`src/rtl/logic_unit_pkg.sv`:
```
`default_nettype none
// ============================================================================
// Module      : logic_unit_pkg
// Description : Shared types and constants for the logic unit pipeline:
//               3-bit opcode enum, FSM state type and opcode constants.
// Revision    : 1.0 - initial release
// ============================================================================
package logic_unit_pkg;

    // Bitwise operation selector
    typedef enum logic [2:0] {
        OP_AND    = 3'd0,
        OP_OR     = 3'd1,
        OP_XOR    = 3'd2,
        OP_NAND   = 3'd3,
        OP_NOR    = 3'd4,
        OP_XNOR   = 3'd5,
        OP_ANDNOT = 3'd6,
        OP_PASS_A = 3'd7
    } op_e;

    // Burst controller states
    typedef enum logic [0:0] {
        IDLE = 1'b0,
        ACC  = 1'b1
    } state_e;

    // Raw opcode values for code that works with plain logic vectors
    localparam logic [2:0] C_OP_AND    = 3'd0;
    localparam logic [2:0] C_OP_OR     = 3'd1;
    localparam logic [2:0] C_OP_XOR    = 3'd2;
    localparam logic [2:0] C_OP_NAND   = 3'd3;
    localparam logic [2:0] C_OP_NOR    = 3'd4;
    localparam logic [2:0] C_OP_XNOR   = 3'd5;
    localparam logic [2:0] C_OP_ANDNOT = 3'd6;
    localparam logic [2:0] C_OP_PASS_A = 3'd7;

endpackage
`default_nettype wire

```
`src/rtl/logic_unit_pipe_logic_op.sv`:
```
`default_nettype none
// ============================================================================
// Module      : logic_op
// Description : Combinational bitwise function o_y = f(i_op, i_x, i_z).
// Ports       : i_op [2:0]     operation select (op_e)
//               i_x  [WIDTH]   first operand
//               i_z  [WIDTH]   second operand
//               o_y  [WIDTH]   result
// Revision    : 1.0 - initial release
// ============================================================================
module logic_op
    import logic_unit_pkg::*;
#(
    parameter int WIDTH = 8
) (
    input  op_e              i_op,
    input  logic [WIDTH-1:0] i_x,
    input  logic [WIDTH-1:0] i_z,
    output logic [WIDTH-1:0] o_y
);

    always_comb begin
        o_y = i_x;
        case (i_op)
            OP_AND:    o_y = i_x & i_z;
            OP_OR:     o_y = i_x | i_z;
            OP_XOR:    o_y = i_x ^ i_z;
            OP_NAND:   o_y = ~(i_x & i_z);
            OP_NOR:    o_y = ~(i_x | i_z);
            OP_XNOR:   o_y = ~(i_x ^ i_z);
            OP_ANDNOT: o_y = i_x & ~i_z;
            OP_PASS_A: o_y = i_x;
            default:   o_y = i_x;
        endcase
    end

endmodule
`default_nettype wire

```
`src/rtl/logic_unit_pipe.sv`:
```
`default_nettype none
// ============================================================================
// Module      : logic_unit_pipe
// Description : Registered bitwise logic unit with valid/ready handshake and
//               chained accumulate bursts. Single beats produce y=f(op,a,b)
//               with one cycle latency; a burst folds each subsequent a into
//               the running result with the opcode latched on its first beat.
// Ports       : clk, rst (sync, active-high)
//               in_valid/in_ready, a, b, op, acc_mode, last  - input beat
//               out_valid/out_ready, y, beats                - result
//               y_par (only with LOGIC_UNIT_PARITY_EN)       - ^y
// Config      : `define LOGIC_UNIT_PARITY_EN adds the y_par output.
// Revision    : 1.0 - initial release
// ============================================================================
module logic_unit_pipe
    import logic_unit_pkg::*;
#(
    parameter int WIDTH = 8,
    parameter int CNT_W = 4
) (
    input  logic             clk,
    input  logic             rst,
    input  logic             in_valid,
    output logic             in_ready,
    input  logic [WIDTH-1:0] a,
    input  logic [WIDTH-1:0] b,
    input  logic [2:0]       op,
    input  logic             acc_mode,
    input  logic             last,
    output logic             out_valid,
    input  logic             out_ready,
    output logic [WIDTH-1:0] y,
    output logic [CNT_W-1:0] beats
`ifdef LOGIC_UNIT_PARITY_EN
    ,
    output logic             y_par
`endif
);

    localparam logic [CNT_W-1:0] C_CNT_MAX = '1;
    localparam logic [CNT_W-1:0] C_CNT_ONE = CNT_W'(1);

    // ------------------------------------------------------------------
    // Registers
    // ------------------------------------------------------------------
    state_e             r_state;
    logic               r_out_valid;
    logic [WIDTH-1:0]   r_y;
    logic [CNT_W-1:0]   r_beats;
    logic [WIDTH-1:0]   r_acc;
    logic [CNT_W-1:0]   r_cnt;
    op_e                r_burst_op;

    // ------------------------------------------------------------------
    // Combinational
    // ------------------------------------------------------------------
    state_e             w_state_nxt;
    logic               w_in_ready;
    logic               w_accept;
    logic               w_take;
    logic [WIDTH-1:0]   w_f_ab;
    logic [WIDTH-1:0]   w_f_acc;
    logic [CNT_W-1:0]   w_cnt_inc;
    logic               w_load_out;
    logic [WIDTH-1:0]   w_out_data;
    logic [CNT_W-1:0]   w_out_beats;
    logic               w_acc_start;
    logic               w_acc_step;

    assign w_in_ready = !r_out_valid || out_ready;
    assign w_accept   = in_valid && w_in_ready;
    assign w_take     = r_out_valid && out_ready;

    // Beat counter saturates instead of wrapping
    assign w_cnt_inc  = (r_cnt == C_CNT_MAX) ? r_cnt : r_cnt + C_CNT_ONE;

    // Fresh operands path
    logic_op #(.WIDTH(WIDTH)) u_op_ab (
        .i_op (op_e'(op)),
        .i_x  (a),
        .i_z  (b),
        .o_y  (w_f_ab)
    );

    // Accumulator fold path: running result with the new a, using the
    // opcode captured at the start of the burst
    logic_op #(.WIDTH(WIDTH)) u_op_acc (
        .i_op (r_burst_op),
        .i_x  (r_acc),
        .i_z  (a),
        .o_y  (w_f_acc)
    );

    // ------------------------------------------------------------------
    // FSM state register
    // ------------------------------------------------------------------
    always_ff @(posedge clk) begin
        if (rst) begin
            r_state <= IDLE;
        end else begin
            r_state <= w_state_nxt;
        end
    end

    // ------------------------------------------------------------------
    // FSM next-state and datapath controls
    // ------------------------------------------------------------------
    always_comb begin
        w_state_nxt = r_state;
        w_load_out  = 1'b0;
        w_out_data  = w_f_ab;
        w_out_beats = C_CNT_ONE;
        w_acc_start = 1'b0;
        w_acc_step  = 1'b0;
        case (r_state)
            IDLE: begin
                if (w_accept) begin
                    if (acc_mode && !last) begin
                        w_acc_start = 1'b1;
                        w_state_nxt = ACC;
                    end else begin
                        // Plain beat, or a one-beat burst
                        w_load_out  = 1'b1;
                        w_out_data  = w_f_ab;
                        w_out_beats = C_CNT_ONE;
                    end
                end
            end
            ACC: begin
                if (w_accept) begin
                    // Dropping acc_mode ends the burst just like last
                    if (last || !acc_mode) begin
                        w_load_out  = 1'b1;
                        w_out_data  = w_f_acc;
                        w_out_beats = w_cnt_inc;
                        w_state_nxt = IDLE;
                    end else begin
                        w_acc_step  = 1'b1;
                    end
                end
            end
            default: begin
                w_state_nxt = IDLE;
            end
        endcase
    end

    // ------------------------------------------------------------------
    // Burst accumulator
    // ------------------------------------------------------------------
    always_ff @(posedge clk) begin
        if (rst) begin
            r_acc      <= '0;
            r_cnt      <= '0;
            r_burst_op <= OP_AND;
        end else if (w_acc_start) begin
            r_acc      <= w_f_ab;
            r_cnt      <= C_CNT_ONE;
            r_burst_op <= op_e'(op);
        end else if (w_acc_step) begin
            r_acc      <= w_f_acc;
            r_cnt      <= w_cnt_inc;
        end
    end

    // ------------------------------------------------------------------
    // Output register. A load only happens on an accepted beat, which
    // requires in_ready, so a stalled result can never be overwritten.
    // ------------------------------------------------------------------
    always_ff @(posedge clk) begin
        if (rst) begin
            r_out_valid <= 1'b0;
            r_y         <= '0;
            r_beats     <= '0;
        end else if (w_load_out) begin
            r_out_valid <= 1'b1;
            r_y         <= w_out_data;
            r_beats     <= w_out_beats;
        end else if (w_take) begin
            r_out_valid <= 1'b0;
        end
    end

`ifdef LOGIC_UNIT_PARITY_EN
    logic r_y_par;

    always_ff @(posedge clk) begin
        if (rst) begin
            r_y_par <= 1'b0;
        end else if (w_load_out) begin
            r_y_par <= ^w_out_data;
        end
    end

    assign y_par = r_y_par;
`endif

    assign in_ready  = w_in_ready;
    assign out_valid = r_out_valid;
    assign y         = r_y;
    assign beats     = r_beats;

endmodule
`default_nettype wire

```
`config.mk`:
```
export PLATFORM = sky130hd
export DESIGN_NAME = logic_unit_pipe
export DESIGN_NICKNAME = d
export VERILOG_FILES = /design/src/rtl/logic_unit_pkg.sv /design/src/rtl/logic_unit_pipe_logic_op.sv /design/src/rtl/logic_unit_pipe.sv
export SDC_FILE = /design/constraint.sdc
export NUM_CORES = 1
export LEC_CHECK = 0
export ABC_AREA = 0
export BUFFER_PORTS_ARGS = -buffer_cell sky130_fd_sc_hd__buf_2
export CORE_ASPECT_RATIO = 0.5
export CORE_UTILIZATION = 59
export DETAILED_ROUTE_END_ITERATION = 10
export GPL_TIMING_DRIVEN = 0
export PLACE_DENSITY = 0.85
export SLEW_MARGIN = 15
export SYNTH_ARGS = -nofsm -noshare
export SYNTH_HDL_FRONTEND = slang
export SYNTH_SLANG_ARGS = --single-unit
```
`constraint.sdc`:
```
create_clock -name clk -period 2.1 [get_ports clk]
set_input_delay 0.42 -clock clk [delete_from_list [all_inputs] [get_ports clk]]
set_output_delay 0.42 -clock clk [all_outputs]
set_load 0.03 [all_outputs]
```
==> qor_table.md, run 1 <==
| Result | This run |
|:---|:---|
| Status | completed |
| Final Power | 1.55 mW |
| Weighted congestion at the end of routability-driven global placement | 0.976 |
| Number of buffers added by the clock tree synthesis step | 5 |
| Worst hold-check path type | reg2reg |
| Post-synthesis sequential area ratio | 0.192 |
| Worst relative slew slack | 0.548 |
| Hold Worst Slack | 0.455 ns |
| Fraction of final layout cells sized beyond drive strength 1 | 0.177 |
| Required time of the critical path | 2.33 ns |
| Number of global-route vias before repair | 2926 |
| Slew Viols, Final | 0 |
| Area growth from synthesis to final layout | 11.4% |
| Maximum level of the CTS H-tree | 2 |
| Net count of the mapped netlist | 447 |
| Final Cycle Share | 0.942 |
| Area enclosed by the die boundary | 5430 µm² |
| Net count reported at finish | 490 |
| Power density relative to cell area | 460 nW/µm² |
| IO Count | 39 |
| Leakage power | 1.56 nW |
| CP Launch Point | op[0] |
| CP Capture Type | flip-flop |
| Sw Ratio | 0.354 |
| Number of setup violations in the final report | 0 |
| Worst supply voltage drop on vdd | 0.346 mV |
| Internal power of the cells | 1.00 mW |
| Violation count after the first detailed-routing iteration | 471 |
| Clk root buf | sky130_fd_sc_hd__clkbuf_8 |
| Net switching power of the design | 0.549 mW |
| Sinks on the clock net | 29 |
| Total placed cells including tap cells | 475 |
| Hold violation total from the final report | 0 |
| Post-route minimum period | 1.98 ns |
| Post-CTS clock slew at the launch and capture registers of the worst setup and hold paths | 0.06 ns |
| Antenna-violating nets left | 0 |
| # resized after CTS | 0 |
| Clock power frac | 0.284 |
| Floorplan Core Area | 4660 µm² |
| Effective utilization at floorplan | 0.649 |
| Wire length of the first global-routing pass | 13700 µm |
| Deepest clock path buffer count | 2 |
| Worst-case setup margin in the final layout | 0.122 ns |
| Proportion of power drawn by flip-flops and latches | 0.387 |
| Clock latency on the worst-skew pair | 0.28 ns |
| Startpoint Class | input port |
| CTS hold repair buffers | 0 |
| Source of the worst hold timing path | beats[1]$_SDFFE_PP0P_ |
| Iteration count of the initial detailed-routing pass | 5 |
| Average vias per placed instance | 6.47 |
| Number of vias in the routed layout | 3124 |
| Most used cells in the layout excluding fill and tap cells | 51 x sky130_fd_sc_hd__buf_2, 49 x sky130_fd_sc_hd__ha_1, 29 x sky130_fd_sc_hd__inv_1, 29 x sky130_fd_sc_hd__dfxtp_1, 25 x sky130_fd_sc_hd__a21oi_1 |
| Max FO, Critical Path | 7 |
| YS warnings | 0 |
| Placement Setup Slack | -0.134 ns |
| Height of the die | 52.6 µm |
| CTS tree | done |
| Final antenna diode count | 0 |
| Cell Count, Final, Fillers Out | 483 |
| Proportion of power drawn by combinational gates | 0.329 |
| Asr flop ratio synth | 0 |
| Number of rows created at floorplan | 17 |
| Setup repair after global routing missed its margin | no |
| Total congestion overflow after global routing | 0 |
| DRC violations left | 0 |
| DP HPWL | 6520 µm |
| Count of mapped cells out of synthesis | 373 |
| Die X | 103 µm |
| Detailed Route WL | 8460 µm |
| Number of antenna violations at the first check in global routing | 0 |
| R2R Path Start | r_acc[3]$_SDFFE_PP0P_ |
| EDFF count, synth | 0 |
| Setup bufs post-CTS | 0 |
| Aggregate global-route resource usage | 0.332 |
| Max cap viols | 0 |
| Pin count of the biggest net entering global routing | 11 |
| Arr. time, crit path | 2.21 ns |
| Routed length per placed instance | 17.5 µm |
| Primary flip-flop cell chosen by synthesis mapping | sky130_fd_sc_hd__dfxtp_1 |
| Post-synthesis instance area | 3020 µm² |
| Max Clk Rate | 0.506 GHz |
| Post-route core utilization | 0.723 |
| Critical path class | in2reg |
| Mean cell area of the mapped netlist | 8.11 µm² |
| Count of different cell masters after synthesis | 49 |
| Synth Register Bits | 29 |
| Actual transition at the worst max-transition pin | 0.673 ns |
| Count of buffers inserted at the top-level ports | 36 |
| Final Skew | 0.00482 ns |
| Leading cell type in the layout, fill and taps excluded | sky130_fd_sc_hd__buf_2 |
synthesized netlist by cell type, types with 3 or more instances:
master / instances / area (µm²)
sky130_fd_sc_hd__ha_1: 49 / 613
sky130_fd_sc_hd__dfxtp_1: 29 / 581
sky130_fd_sc_hd__inv_1: 29 / 109
sky130_fd_sc_hd__a21oi_1: 25 / 125
sky130_fd_sc_hd__nor2_1: 23 / 86.3
sky130_fd_sc_hd__nand2_1: 22 / 82.6
sky130_fd_sc_hd__nor2b_1: 19 / 119
sky130_fd_sc_hd__buf_2: 15 / 75.1
sky130_fd_sc_hd__a211oi_1: 13 / 97.6
sky130_fd_sc_hd__mux2i_1: 13 / 130
sky130_fd_sc_hd__o21ai_0: 12 / 60.1
sky130_fd_sc_hd__nand3_1: 11 / 55.1
sky130_fd_sc_hd__nor3_1: 9 / 45.0
sky130_fd_sc_hd__nand2b_1: 8 / 50.1
sky130_fd_sc_hd__o221ai_1: 8 / 70.1
sky130_fd_sc_hd__a22o_1: 7 / 61.3
sky130_fd_sc_hd__clkbuf_1: 7 / 26.3
sky130_fd_sc_hd__o21a_1: 7 / 52.6
sky130_fd_sc_hd__o32ai_1: 6 / 52.6
sky130_fd_sc_hd__o31ai_1: 5 / 37.5
sky130_fd_sc_hd__a221o_1: 4 / 40.0
sky130_fd_sc_hd__a221oi_1: 3 / 26.3
sky130_fd_sc_hd__a31oi_1: 3 / 18.8
sky130_fd_sc_hd__a32oi_1: 3 / 26.3
sky130_fd_sc_hd__buf_4: 3 / 22.5
sky130_fd_sc_hd__buf_6: 3 / 33.8
sky130_fd_sc_hd__o211a_1: 3 / 30.0
sky130_fd_sc_hd__or2_2: 3 / 18.8
sky130_fd_sc_hd__or3_1: 3 / 18.8
sequential cells by signal, indices dropped and copies added, names as in the netlist, named ones only:
register / count
r_acc: 8
y: 8
beats: 4
r_cnt: 4
r_burst_op: 3
out_valid: 1
critical path, cell delays in order:
cell,delay [ns]
sky130_fd_sc_hd__buf_2,0.15
sky130_fd_sc_hd__nor3_1,0.58
sky130_fd_sc_hd__a221oi_1,0.23
sky130_fd_sc_hd__o32ai_1,0.61
sky130_fd_sc_hd__o21a_1,0.22
metrics by stage:
step | setup TNS [ns] | area [µm²]
finish | 0 | 3370
detailed placement | -0.615 | 3290
global placement | -0.281 | 3290
CTS | 0 | 3370
floorplan | 0 | 3020
global route | 0 | 3370
area by class of cell:
cell class | count | area, µm²
inverter | 30 | 113
clock inverter | 2 | 10.0
fill | 373 | 1290
timing repair buffer | 36 | 180
buffer | 30 | 165
clock buffer | 6 | 72.6
sequential | 29 | 581
multi-input combinational | 284 | 2170
tap | 66 | 82.6
metal layers:
layer / track usage / share of wire
met1: 0.441 / 0.45
met2: 0.548 / 0.43
met3: 0.0507 / 0.10
met4: 0.124 / 0.015
met5: 0 / 0
power groups by stage:
stage / Combinational, mW / Clock (mW) / Sequential [mW]
floorplan: 0.315 / 0 / 0.637
global placement: 0.463 / 0 / 0.610
detailed placement: 0.493 / 0 / 0.611
CTS: 0.495 / 0.447 / 0.600
global route: 0.551 / 0.474 / 0.604
finish: 0.510 / 0.441 / 0.601
final timing paths:
check             depth (start not counted)  slack (ns)                     to
setup / recovery                          5        0.12  r_acc[4]$_SDFFE_PP0P_
hold / removal                            2        0.45  beats[1]$_SDFFE_PP0P_
setup reg to reg                          6        0.14  r_acc[3]$_SDFFE_PP0P_
hold reg to reg                           2        0.45  beats[1]$_SDFFE_PP0P_
cell families (layout without fill, tap and decap cells):
kind of cell	Yosys count	in the layout	synth area share
buffers and inverters	60	104	0.0918
AOI/OAI and AO/OA	111	111	0.272
muxes	15	15	0.0579
and+or+nand+nor	108	108	0.180
xor gates and xnor gates	1	1	0.00290
DFF	29	29	0.192
adders and majority gates	49	49	0.203
Note: power is estimated with default switching activity, not from simulation.
==> run 2: changes to the inputs <==
Settings changed: RECOVER_POWER set to 25.
==> run 2 against run 1 <==
Routed wire length is 0.69% lower. Via count hardly changed. Sequential share of layout area is 0.058 points higher. Clock skew is 0.00089 ns higher. Core utilization is 0.24 points lower. Clock-buffer cell count stayed put. Largest cell class unchanged. Die area stayed put. Sequential power hardly changed. Critical path type unchanged. Final area is 0.33% lower. Combinational power is 1% lower. Final cell count stayed put.
==> qor_table.md, run 2 (synthesized netlist as in run 1, its figures left out) <==
| Result | This run | Change |
|:---|:---|:---|
| Status | completed |  |
| Worst relative slew slack | 0.547 | -0.000901 |
| IO Count | 39 | unchanged |
| Critical path, cell by cell | buf_2 -> inv_1 -> ha_1 -> nor2b_1 -> o221ai_1 -> a221o_1 -> a221o_1 -> o21a_1 |  |
| Final Skew | 0.00572 ns | +0.000892 ns |
| Maximum level of the CTS H-tree | 2 | unchanged |
| Actual transition at the worst max-transition pin | 0.674 ns | +0.00134 ns |
| Iteration count of the initial detailed-routing pass | 5 | unchanged |
| Worst hold-check path type | in2reg |  |
| Clk root buf | sky130_fd_sc_hd__clkbuf_8 |  |
| CP Capture Type | flip-flop |  |
| Total congestion overflow after global routing | 0 | unchanged |
| DRC violations left | 0 | unchanged |
| Area of all placed cells without fillers | 3360 µm² | -0.33% |
| Violation count after the first detailed-routing iteration | 474 | +0.64% |
| CTS hold repair buffers | 0 | unchanged |
| Post-route minimum period | 1.96 ns | -0.0202 ns |
| Max FO, Critical Path | 5 | -2 |
| Area enclosed by the die boundary | 5430 µm² | unchanged |
| Number of setup violations in the final report | 0 | unchanged |
| Net count reported at finish | 490 | unchanged |
| Max cap viols | 0 | unchanged |
| Floorplan Core Area | 4660 µm² | unchanged |
| Clock latency on the worst-skew pair | 0.28 ns | about the same |
| Detailed Route WL | 8400 µm | -0.69% |
| Deepest clock path buffer count | 2 | unchanged |
| Die X | 103 µm | unchanged |
| Placed cell areas | 3290 µm² | unchanged |
| Final Cycle Share | 0.932 | -0.00961 |
| Highest-delay cell along the critical path | sky130_fd_sc_hd__ha_1 |  |
| Buffer and inverter count on the worst path | 2 | +1 |
| Required time of the critical path | 2.28 ns | -0.05 ns |
| Pin count of the biggest net entering global routing | 11 | unchanged |
| Number of buffers added by the clock tree synthesis step | 5 | unchanged |
| Routed length per placed instance | 17.4 µm | -0.69% |
| DP HPWL | 6520 µm | unchanged |
| Top delay family on crit path | compound AO/OA/AOI/OAI gates |  |
| Count of buffers inserted at the top-level ports | 36 | unchanged |
| Aggregate global-route resource usage | 0.332 | unchanged |
| Final antenna diode count | 0 | unchanged |
| Number of global-route vias before repair | 2926 | unchanged |
| Average vias per placed instance | 6.47 | about the same |
| Slew Viols, Final | 0 | unchanged |
| Setup repair after global routing missed its margin | no |  |
| Number of vias in the routed layout | 3126 | +0.064% |
| Setup bufs post-CTS | 0 | unchanged |
| Weighted congestion at the end of routability-driven global placement | 0.976 | unchanged |
| Critical path class | in2reg |  |
| Max Clk Rate | 0.511 GHz | +1.0% |
| CTS tree | done |  |
| Leading cell type in the layout, fill and taps excluded | sky130_fd_sc_hd__ha_1 |  |
| CP max stage delay | 0.35 ns | -0.26 ns |
| Height of the die | 52.6 µm | unchanged |
| Antenna-violating nets left | 0 | unchanged |
| # resized after CTS | 0 | unchanged |
| Dominant cell type by count on the critical path | sky130_fd_sc_hd__a221o_1 |  |
| Fraction of final layout cells sized beyond drive strength 1 | 0.156 | -0.0216 |
| Sinks on the clock net | 29 | unchanged |
| Post-CTS clock slew at the launch and capture registers of the worst setup and hold paths | 0.06 ns | about the same |
| Number of rows created at floorplan | 17 | unchanged |
| Number of antenna violations at the first check in global routing | 0 | unchanged |
| Hold violation total from the final report | 0 | unchanged |
| Most used cells in the layout excluding fill and tap cells | 49 x sky130_fd_sc_hd__ha_1, 42 x sky130_fd_sc_hd__buf_2, 29 x sky130_fd_sc_hd__inv_1, 29 x sky130_fd_sc_hd__dfxtp_1, 25 x sky130_fd_sc_hd__a21oi_1 |  |
| Post-route core utilization | 0.721 | -0.00242 |
| Effective utilization at floorplan | 0.649 | unchanged |
| Worst supply voltage drop on vdd | 0.344 mV | -0.66% |
| Wire length of the first global-routing pass | 13700 µm | unchanged |
| Area growth from synthesis to final layout | 11.0% |  |
| Leakage power | 1.52 nW | -2.4% |
| Power density relative to cell area | 460 nW/µm² | about the same |
| Arr. time, crit path | 2.13 ns | -0.08 ns |
| Startpoint Class | input port |  |
run 2: cell types whose count changed in the layout (fill, tap and decap cells not counted), sizes merged:
cell | previous run | this run
buf | 59 | 49
clkbuf | 13 | 23
run 2: tightest hold or removal path, stage by stage:
cell                      delay (ns)
sky130_fd_sc_hd__buf_2          0.10
sky130_fd_sc_hd__a21oi_1        0.07
sky130_fd_sc_hd__nor2b_1        0.10
run 2: metrics by stage:
| stage | TNS [ns] | instances | setup slack [ns] | hold WS, ns | power [mW] |
|---|---|---|---|---|---|
| 4_1_cts | 0 | 483 | 0.155 | 0.432 | 1.54 |
| 3_3_place_gp | -0.281 | 475 | -0.100 | 0.430 | 1.07 |
| 2_1_floorplan | 0 | 373 | 0.199 | 0.459 | 0.952 |
| 6_report | 0 | 483 | 0.142 | 0.443 | 1.55 |
| 5_1_grt | 0 | 483 | 0.0226 | 0.443 | 1.63 |
| 3_5_place_dp | -0.615 | 475 | -0.134 | 0.441 | 1.10 |
run 2: final cells by class:
type | instances | area (µm²)
Timing Repair Buffer | 36 | 169
Inverter | 30 | 113
Fill cell | 380 | 1300
Buffer | 30 | 165
Multi-Input combinational cell | 284 | 2170
Sequential cell | 29 | 581
Tap cell | 66 | 82.6
Clock inverter | 2 | 10.0
Clock buffer | 6 | 72.6
run 2: final timing paths:
kind,start,cells past startpoint,endpoint,slack [ns]
setup / recovery,a[3],8,r_acc[3]$_SDFFE_PP0P_,0.14
hold / removal,in_valid,3,flip-flop,0.44
setup reg to reg,r_acc[3]$_SDFFE_PP0P_,6,r_acc[3]$_SDFFE_PP0P_,0.14
hold reg to reg,beats[1]$_SDFFE_PP0P_,2,beats[1]$_SDFFE_PP0P_,0.46
run 2: power by group:
group / internal [mW] / switching [mW]
clock network: 0.229 / 0.211
logic: 0.193 / 0.312
registers: 0.579 / 0.0224
run 2: metal layers:
metal  up-vias  GRT usage  wire length (µm)  share of wire
met1      1465      0.441              3690           0.44
met5         -          0                 0              0
li1       1445          -                 -              -
met2       203      0.548              3680           0.44
met4         0      0.124                92          0.011
met3        13     0.0507               936           0.11
